File: src/rtl/gate_sensor_decoder_if.sv
// Gate sensor decoder bus: raw beam inputs and the decoded pulse/status outputs.
// master = sensor/test side, slave = decoder side.
interface gate_sensor_decoder_if;
  logic sens_a;
  logic sens_b;
  logic inc;
  logic dec;
  logic busy;
  logic err;

  modport master (output sens_a, output sens_b,
                  input  inc, input dec, input busy, input err);
  modport slave  (input  sens_a, input sens_b,
                  output inc, output dec, output busy, output err);
endinterface

File: src/rtl/gate_sensor_decoder.sv
// Converts two raw gate beam sensors (A outer, B inner) into single-cycle
// inc/dec pulses per completed vehicle passage, flagging malformed/stalled sequences on err.
module gate_sensor_decoder #(
  parameter int unsigned DEBOUNCE_CYCLES = 4,
  parameter int unsigned TIMEOUT_CYCLES  = 1000
) (
  input  logic                   clk,
  input  logic                   rst,
  gate_sensor_decoder_if.slave   bus
);

  localparam int unsigned DW = (DEBOUNCE_CYCLES > 1) ? $clog2(DEBOUNCE_CYCLES) : 1;
  localparam int unsigned TW = (TIMEOUT_CYCLES > 1) ? $clog2(TIMEOUT_CYCLES) : 1;

  typedef enum logic [2:0] {
    IDLE     = 3'd0,
    ENT1     = 3'd1,
    ENT2     = 3'd2,
    ENT3     = 3'd3,
    EXT1     = 3'd4,
    EXT2     = 3'd5,
    EXT3     = 3'd6,
    WAIT_CLR = 3'd7
  } state_t;

  // Bit 1 = sensor A, bit 0 = sensor B, so filt is the FSM pattern P directly.
  logic [1:0]         sync1, sync2, filt, p_prev;
  logic [1:0][DW-1:0] dcnt;
  logic [TW-1:0]      tcnt, tcnt_n;
  state_t             state, state_n;
  logic               inc_q, dec_q, err_q, busy_q;
  logic               inc_n, dec_n, err_n;
  logic               p_chg, both_flip, fault;

  // Two-flop synchroniser plus per-sensor debounce filter.
  always_ff @(posedge clk) begin
    if (rst) begin
      sync1 <= '0;
      sync2 <= '0;
      filt  <= '0;
      dcnt  <= '0;
    end else begin
      sync1 <= {bus.sens_a, bus.sens_b};
      sync2 <= sync1;
      for (int i = 0; i < 2; i++) begin
        if (sync2[i] == filt[i]) begin
          dcnt[i] <= '0;
        end else if (dcnt[i] == DW'(DEBOUNCE_CYCLES - 1)) begin
          filt[i] <= sync2[i];
          dcnt[i] <= '0;
        end else begin
          dcnt[i] <= dcnt[i] + DW'(1);
        end
      end
    end
  end

  // FSM state, timeout counter and registered outputs.
  always_ff @(posedge clk) begin
    if (rst) begin
      state  <= IDLE;
      p_prev <= '0;
      tcnt   <= '0;
      inc_q  <= 1'b0;
      dec_q  <= 1'b0;
      err_q  <= 1'b0;
      busy_q <= 1'b0;
    end else begin
      state  <= state_n;
      p_prev <= filt;
      tcnt   <= tcnt_n;
      inc_q  <= inc_n;
      dec_q  <= dec_n;
      err_q  <= err_n;
      busy_q <= (state_n != IDLE);
    end
  end

  assign p_chg     = (filt != p_prev);
  assign both_flip = ((filt ^ p_prev) == 2'b11);

  // Next-state: a double flip is always illegal; every single flip maps to a legal move.
  always_comb begin
    state_n = state;
    inc_n   = 1'b0;
    dec_n   = 1'b0;
    err_n   = 1'b0;
    fault   = 1'b0;

    if (state == WAIT_CLR) begin
      if (filt == 2'b00) state_n = IDLE;
    end else if (p_chg && both_flip) begin
      fault = 1'b1;
    end else if (p_chg) begin
      unique case (state)
        IDLE: if (filt == 2'b10) state_n = ENT1;
              else if (filt == 2'b01) state_n = EXT1;
        ENT1: state_n = (filt == 2'b11) ? ENT2 : IDLE;
        ENT2: state_n = (filt == 2'b01) ? ENT3 : ENT1;
        ENT3: begin
          if (filt == 2'b00) begin
            state_n = IDLE;
            inc_n   = 1'b1;
          end else begin
            state_n = ENT2;
          end
        end
        EXT1: state_n = (filt == 2'b11) ? EXT2 : IDLE;
        EXT2: state_n = (filt == 2'b10) ? EXT3 : EXT1;
        EXT3: begin
          if (filt == 2'b00) begin
            state_n = IDLE;
            dec_n   = 1'b1;
          end else begin
            state_n = EXT2;
          end
        end
        default: state_n = state;
      endcase
    end else if (state != IDLE && tcnt == TW'(TIMEOUT_CYCLES - 1)) begin
      fault = 1'b1;
    end

    if (fault) begin
      state_n = WAIT_CLR;
      err_n   = 1'b1;
    end

    if (state_n != state || state == IDLE || state == WAIT_CLR) tcnt_n = '0;
    else                                                        tcnt_n = tcnt + TW'(1);
  end

  assign bus.inc  = inc_q;
  assign bus.dec  = dec_q;
  assign bus.err  = err_q;
  assign bus.busy = busy_q;

endmodule
File: src/flat_wrapper.sv
// flat-port wrapper written by rule: the top's interface ports become plain ports
module gate_sensor_decoder_flat 
#(
  parameter int unsigned DEBOUNCE_CYCLES = 4,
  parameter int unsigned TIMEOUT_CYCLES  = 1000
)
  (clk, rst, bus_sens_a, bus_sens_b, bus_inc, bus_dec, bus_busy, bus_err);
  gate_sensor_decoder_if bus_i ();
  input  logic clk;
  input  logic rst;
  input wire logic [$bits(bus_i.sens_a)-1:0] bus_sens_a;
  input wire logic [$bits(bus_i.sens_b)-1:0] bus_sens_b;
  output wire logic [$bits(bus_i.inc)-1:0] bus_inc;
  output wire logic [$bits(bus_i.dec)-1:0] bus_dec;
  output wire logic [$bits(bus_i.busy)-1:0] bus_busy;
  output wire logic [$bits(bus_i.err)-1:0] bus_err;
  assign bus_i.sens_a = bus_sens_a;
  assign bus_i.sens_b = bus_sens_b;
  assign bus_inc = bus_i.inc;
  assign bus_dec = bus_i.dec;
  assign bus_busy = bus_i.busy;
  assign bus_err = bus_i.err;
  gate_sensor_decoder #(.DEBOUNCE_CYCLES(DEBOUNCE_CYCLES), .TIMEOUT_CYCLES(TIMEOUT_CYCLES)) u_core (.clk(clk), .rst(rst), .bus(bus_i));
endmodule
File: config.mk
export PLATFORM = sky130hd
export DESIGN_NAME = gate_sensor_decoder_flat
export DESIGN_NICKNAME = d
export VERILOG_FILES = /design/src/rtl/gate_sensor_decoder_if.sv /design/src/rtl/gate_sensor_decoder.sv /design/src/flat_wrapper.sv
export SDC_FILE = /design/constraint.sdc
export NUM_CORES = 1
export LEC_CHECK = 0
export ABC_AREA = 1
export BUFFER_PORTS_ARGS = -buffer_cell sky130_fd_sc_hd__buf_2
export CAP_MARGIN = 20
export CORE_MARGIN = 1.5
export CORE_UTILIZATION = 50
export CTS_CLUSTER_DIAMETER = 100
export CTS_CLUSTER_SIZE = 25
export DETAILED_ROUTE_END_ITERATION = 8
export GPL_ROUTABILITY_DRIVEN = 0
export MAX_ROUTING_LAYER = met4
export PLACE_DENSITY = 0.67
export SYNTH_ARGS = -nofsm -noshare
export SYNTH_HDL_FRONTEND = slang
export SYNTH_SLANG_ARGS = --single-unit
export TNS_END_PERCENT = 5
File: constraint.sdc
create_clock -name clk -period 3.5 [get_ports clk]
set_clock_uncertainty 0.15 [all_clocks]
set_input_delay 0.525 -clock clk [delete_from_list [all_inputs] [get_ports clk]]
set_output_delay 0.525 -clock clk [all_outputs]
set_load 0.02 [all_outputs]
==> metrics.cfg, run 1 <==
[global_routing]
grt.total_usage=0.1818
grt_pass1_wl_mm=4.402
overflow=0
grt_max_degree=14
antenna_found_initial=0
grt_pass1_vias=1104

[final_layout]
layout.nets=218
final_cells=243
num_antenna_cells=0
syn2layout_area_growth_pct=6.758
final_util=0.5662
drive_gt1_frac=0.2170

[floorplan]
die_h_um=57.09
num_rows=19
start_util=0.5304
core_area_um2=2758
dieArea_um2=3259
die_x_um=57.09
ios=8

[worst_hold_path]
holdPathStages=3
min_to=u_core.sync1[1]$_SDFF_PP0_
hold_start=bus_sens_a
worstHoldPathType=in -> reg

[clock_network]
post_cts_resized=0
clk_pin_slew_worst_paths_ns=0.09
cts_setup_buffers=0
cts_hold_buf=0
clock_tree.root_cell=clkbuf_4
cts_tree=built
cts.path.max_buffers=2
cts.sinks=29
h-tree-depth=2
numCtsBuffers=5
clk_latency_ns=0.33

[pwr]
leakagePower_uw=0.0006747
vdd_drop_max_mv=0.2699
fin_total_pwr_uw=536.2
power_density_nw_per_um2=343.4

[logic_synthesis]
postSynthAreaPerCell_um2=7.313
ys_seq_area_frac=0.3969
syn_nets=207
synth_seq_cells=29
synth_top_area_cell=dfxtp_1
ys_warn_count=0
synthDistinctLibCells=24
synth_top_area_frac=0.3969
syn_inst=200
synthTopCellsByArea=dfxtp_1, nand2_1, nor2_1
syn-cell-area_um2=1463

[sta]
timing.slew.headroom=0.7699
fin_tns_setup_ns=0
rsz0062_at_grt=false
min_period_ns=1.968
worst_pin_slew_ns=0.3447
setup_viol=0
drv_slew=0
finalCritPeriodShare=0.5623
hold_viol_final=0
setup_ws_ns=1.532
fmax_mhz=508.1

[route]
via_count=1206
drt-total-wl_mm=2.499
ant_nets=0
vias_per_cell=4.963
drc_errors=0
wl_per_cell_um=10.28
drt_first_iter_violations=56
dr.pass1.iters=4

[setup_path]
ff2ff_path_depth=12
rrSetupSlack_ns=1.53
timing.rr.end=u_core.tcnt[6]$_SDFF_PP0_
crit_required_ns=3.62
critPathKind=reg -> reg
arrival_ns=2.09
rr_startpoint=u_core.filt[1]$_SDFFE_PP0P_
worst_setup_path_start_kind=flip-flop
end_kind=flip-flop
crit_fanout=10

[placed_design]
io_buffer_count=7
hpwlAfterDp_mm=1.840
place_inst=235
place_ws_ns=1.548

[status]
status=completed

[run]
cap_violations=0

==> critical path, cell delays in order, from the launching register on <==
cell and delay [ns]:
dfxtp_1 0.53, nand2_1 0.11, nand2_2 0.10, nand2_4 0.06, nor2_2 0.15, nor2_2 0.06
nor2_4 0.18, nand2_1 0.10, nand2_1 0.07, nand2_1 0.07, nor2_4 0.10, nand2_4 0.12
nor2_2 0.10
==> synth_stat cells <==
cell / count
inv_2: 1
inv_1: 25
ha_1: 3
xor2_1: 5
nor3_1: 3
buf_6: 2
clkbuf_1: 1
nor2_4: 2
o21bai_1: 1
xnor2_1: 2
nand2_4: 4
nand2_1: 35
nand3_1: 11
nand3b_1: 1
o21ai_1: 1
nor4_1: 2
a21oi_1: 11
nand2_2: 9
o211ai_1: 2
nor2_1: 31
dfxtp_1: 29
o21ai_0: 3
inv_4: 2
nor2_2: 14
==> state kept, by name, indices dropped and copies added, names as in the netlist, 2 cells and up <==
signal,count
u_core.sync1,2
u_core.filt,2
u_core.dcnt,4
u_core.p_prev,2
u_core.tcnt,10
u_core.state,3
u_core.sync2,2
==> worst max path at each step <==
stage | start | to | slack (ns) | cells after the start
global placement | u_core.tcnt[0]$_SDFF_PP0_ | u_core.tcnt[6]$_SDFF_PP0_ | 1.59 | 14
CTS | u_core.tcnt[0]$_SDFF_PP0_ | u_core.tcnt[5]$_SDFF_PP0_ | 1.52 | 14
finish | u_core.filt[1]$_SDFFE_PP0P_ | u_core.tcnt[6]$_SDFF_PP0_ | 1.53 | 12
detailed placement | u_core.filt[0]$_SDFFE_PP0P_ | u_core.tcnt[5]$_SDFF_PP0_ | 1.55 | 12
global route | u_core.tcnt[0]$_SDFF_PP0_ | u_core.tcnt[2]$_SDFF_PP0_ | 1.37 | 14
floorplan | u_core.tcnt[0]$_SDFF_PP0_ | u_core.tcnt[0]$_SDFF_PP0_ | 1.74 | 14
==> power breakdown <==
| part | internal [uW] | switching [uW] |
|---|---|---|
| sequential | 333 | 1.50 |
| combinational | 3.86 | 7.29 |
| clock | 76.3 | 115 |
| total | 413 | 123 |
==> logic make-up after synthesis <==
group,Yosys count,synth area share
compound gates,18,0.06671
buf+inv,31,0.09323
flops,29,0.3969
xor+xnor,7,0.04192
fa+ha+maj,3,0.02567
simple gates,112,0.3755
==> metrics by stage <==
stage | instance area [um2] | hold WS [ns]
finish | 1562 | 0.2464
global route | 1562 | 0.2391
CTS | 1562 | 0.2344
detailed placement | 1510 | 0.2464
global placement | 1510 | 0.2408
floorplan | 1463 | 0.2383
==> routing by layer <==
layer	vias up	wire length (um)	share of wire	track usage
met1	522	1117	0.45	0.1954
li1	642	-	-	-
met5	-	0	0	-
met4	0	47	0.019	0.07309
met3	7	151	0.060	0.06803
met2	35	1182	0.47	0.3021
==> layout make-up <==
type / count / area, um2
clock buffer: 6 / 41.29
clock inverter: 2 / 10.01
sequential: 29 / 580.6
multi-input combinational: 140 / 745.7
tap: 31 / 38.79
fill: 257 / 1196
timing repair buffer: 7 / 35.03
inverter: 28 / 110.1
==> cell usage in the layout (no fill, tap or decap), types with 3 or more instances in the layout <==
cell      instances
nor2_2           14
nand3_1          11
a21oi_1          11
nand2_4           4
inv_1            25
xor2_1            5
o21ai_0           3
ha_1              3
clkbuf_4          5
nand2_1          35
buf_2             7
dfxtp_1          29
nor3_1            3
nor2_1           31
nand2_2           9
Power figures use the tool's default switching activity.
==> run 2, diff against run 1 <==
--- a/config.mk
+++ b/config.mk
@@ -15,7 +15,7 @@
 export DETAILED_ROUTE_END_ITERATION = 8
 export GPL_ROUTABILITY_DRIVEN = 0
 export MAX_ROUTING_LAYER = met4
-export PLACE_DENSITY = 0.67
+export PLACE_DENSITY = 0.7
 export SYNTH_ARGS = -nofsm -noshare
 export SYNTH_HDL_FRONTEND = slang
 export SYNTH_SLANG_ARGS = --single-unit
==> constraint.sdc (replaced) <==
create_clock -name clk -period 1.7 [get_ports clk]
set_clock_uncertainty 0.15 [all_clocks]
set_input_delay 0.255 -clock clk [delete_from_list [all_inputs] [get_ports clk]]
set_output_delay 0.255 -clock clk [all_outputs]
set_load 0.02 [all_outputs]
==> metrics.cfg, run 2 (same netlist as run 1, synthesis figures left out) <==
[sta]
fmax_mhz=536.7
finalCritPeriodShare=1.096
setup_viol=11
rsz0062_at_grt=true
setup_ws_ns=-0.1632
hold_viol_final=0
worst_pin_slew_ns=0.3277
timing.slew.headroom=0.7799
min_period_ns=1.863
fin_tns_setup_ns=-1.560
drv_slew=0

[clock_network]
h-tree-depth=2
cts_tree=built
numCtsBuffers=5
clk_pin_slew_worst_paths_ns=0.10
cts.sinks=29
clk_latency_ns=0.32
cts_setup_buffers=0
clock_tree.root_cell=clkbuf_4
cts.path.max_buffers=2

[final_layout]
syn2layout_area_growth_pct=27.37
layout.nets=253
largest_registers=u_core.tcnt: 10 flops, u_core.dcnt: 4 flops, u_core.state: 3 flops
n_fill_cell=234
final_cells=278
mostFrequentLayoutCells=nand2_1, buf_4, nor2_1
final_util=0.6756
finalInstanceArea_um2=1863
num_antenna_cells=0
largest_register=u_core.tcnt
final_common_cell=nand2_1
largest_reg_flops=10
drive_gt1_frac=0.3563

[placed_design]
io_buffer_count=7
hpwlAfterDp_mm=2.228
place_inst=268
place_area_um2=1760

[global_routing]
antenna_found_initial=0
grt_pass1_wl_mm=5.161
grt_max_degree=14
overflow=0
grt_pass1_vias=1316
grt.total_usage=0.2082

[floorplan]
die_h_um=57.09
start_util=0.5304
die_x_um=57.09
dieArea_um2=3259
core_area_um2=2758
num_rows=19
ios=8

[pwr]
vdd_drop_max_mv=0.5585
fin_total_pwr_uw=1113
leakagePower_uw=0.0008476
power_density_nw_per_um2=597.1

[worst_hold_path]
worstHoldPathType=in -> reg
hold_start=rst

[route]
vias_per_cell=4.827
wl_per_cell_um=10.61
via_count=1342
drt-total-wl_mm=2.950
ant_nets=0
dr.pass1.iters=4
drt_first_iter_violations=40
drc_errors=0

[status]
status=finished, violations left
violations=negative setup slack

[setup_path]
end_kind=flip-flop
arrival_ns=1.97
rr_startpoint=u_core.filt[1]$_SDFFE_PP0P_
crit_fanout=10
critPathKind=reg -> reg
worst_setup_path_start_kind=flip-flop
cp-startpoint=u_core.filt[1]$_SDFFE_PP0P_
crit_required_ns=1.81

[run]
cap_violations=0

[run 2: worst paths after layout]
path                                       to  slack, ns  depth (start not counted)
setup / recovery    u_core.tcnt[9]$_SDFF_PP0_      -0.16                         14
hold / removal    u_core.p_prev[0]$_SDFF_PP0_       0.11                          2
setup reg to reg    u_core.tcnt[9]$_SDFF_PP0_      -0.16                         14
hold reg to reg    u_core.sync2[0]$_SDFF_PP0_       0.26                          2
[run 2: final cells by class]
class | instances | area, um2 | share of cell area
Tap cell | 31 | 38.79 | 0.02082
Inverter | 28 | 110.1 | 0.05910
Timing Repair Buffer | 42 | 302.8 | 0.1625
Clock inverter | 3 | 17.52 | 0.009402
Clock buffer | 5 | 37.54 | 0.02015
Multi-Input combinational cell | 140 | 768.2 | 0.4124
Sequential cell | 29 | 588.1 | 0.3156
[run 2: critical path, stage by stage (launching register included)]
cell and delay [ns]:
dfxtp_2 0.43, inv_4 0.06, nand2_1 0.07, nand2_2 0.06
nand2_4 0.08, nand2_4 0.08, nand2_4 0.07, nor2_2 0.06
nor2_4 0.16, nand2_1 0.10, nand2_1 0.06, nand2_1 0.08
nor2_4 0.11, nand2_4 0.12, nor2_2 0.11
[run 2: stage by stage]
stage	worst slack, ns	hold WS, ns
floorplan	-0.05344	0.1829
global placement	-0.1518	0.2391
detailed placement	-0.2438	0.2515
CTS	-0.1629	0.1017
global route	-0.3032	0.09897
finish	-0.1632	0.1092
[run 2: timing repair]
| action | CTS | global route |
|---|---|---|
| resized for setup | 6 | 3 |
| endpoints found under the hold margin | 2 | 0 |
| endpoints found under the setup margin | 11 | 11 |
| pin swaps | 3 | 0 |
| hold buffers | 2 | 0 |
[run 2: report_power, final]
group | total, uW | leakage [uW] | switching (uW) | internal, uW
clock network | 397 | 0.0000310 | 241 | 156
registers | 687 | 0.000237 | 3.33 | 684
logic | 28.8 | 0.000580 | 15.9 | 12.9
[run 2: layer usage]
| layer | global-route usage | vias up | wire length (um) |
|---|---|---|---|
| li1 | - | 705 | - |
| met1 | 0.2142 | 615 | 1262 |
| met2 | 0.3760 | 20 | 1586 |
| met3 | 0.06122 | 2 | 82 |
| met4 | 0.06977 | 0 | 20 |
| met5 | - | - | 0 |
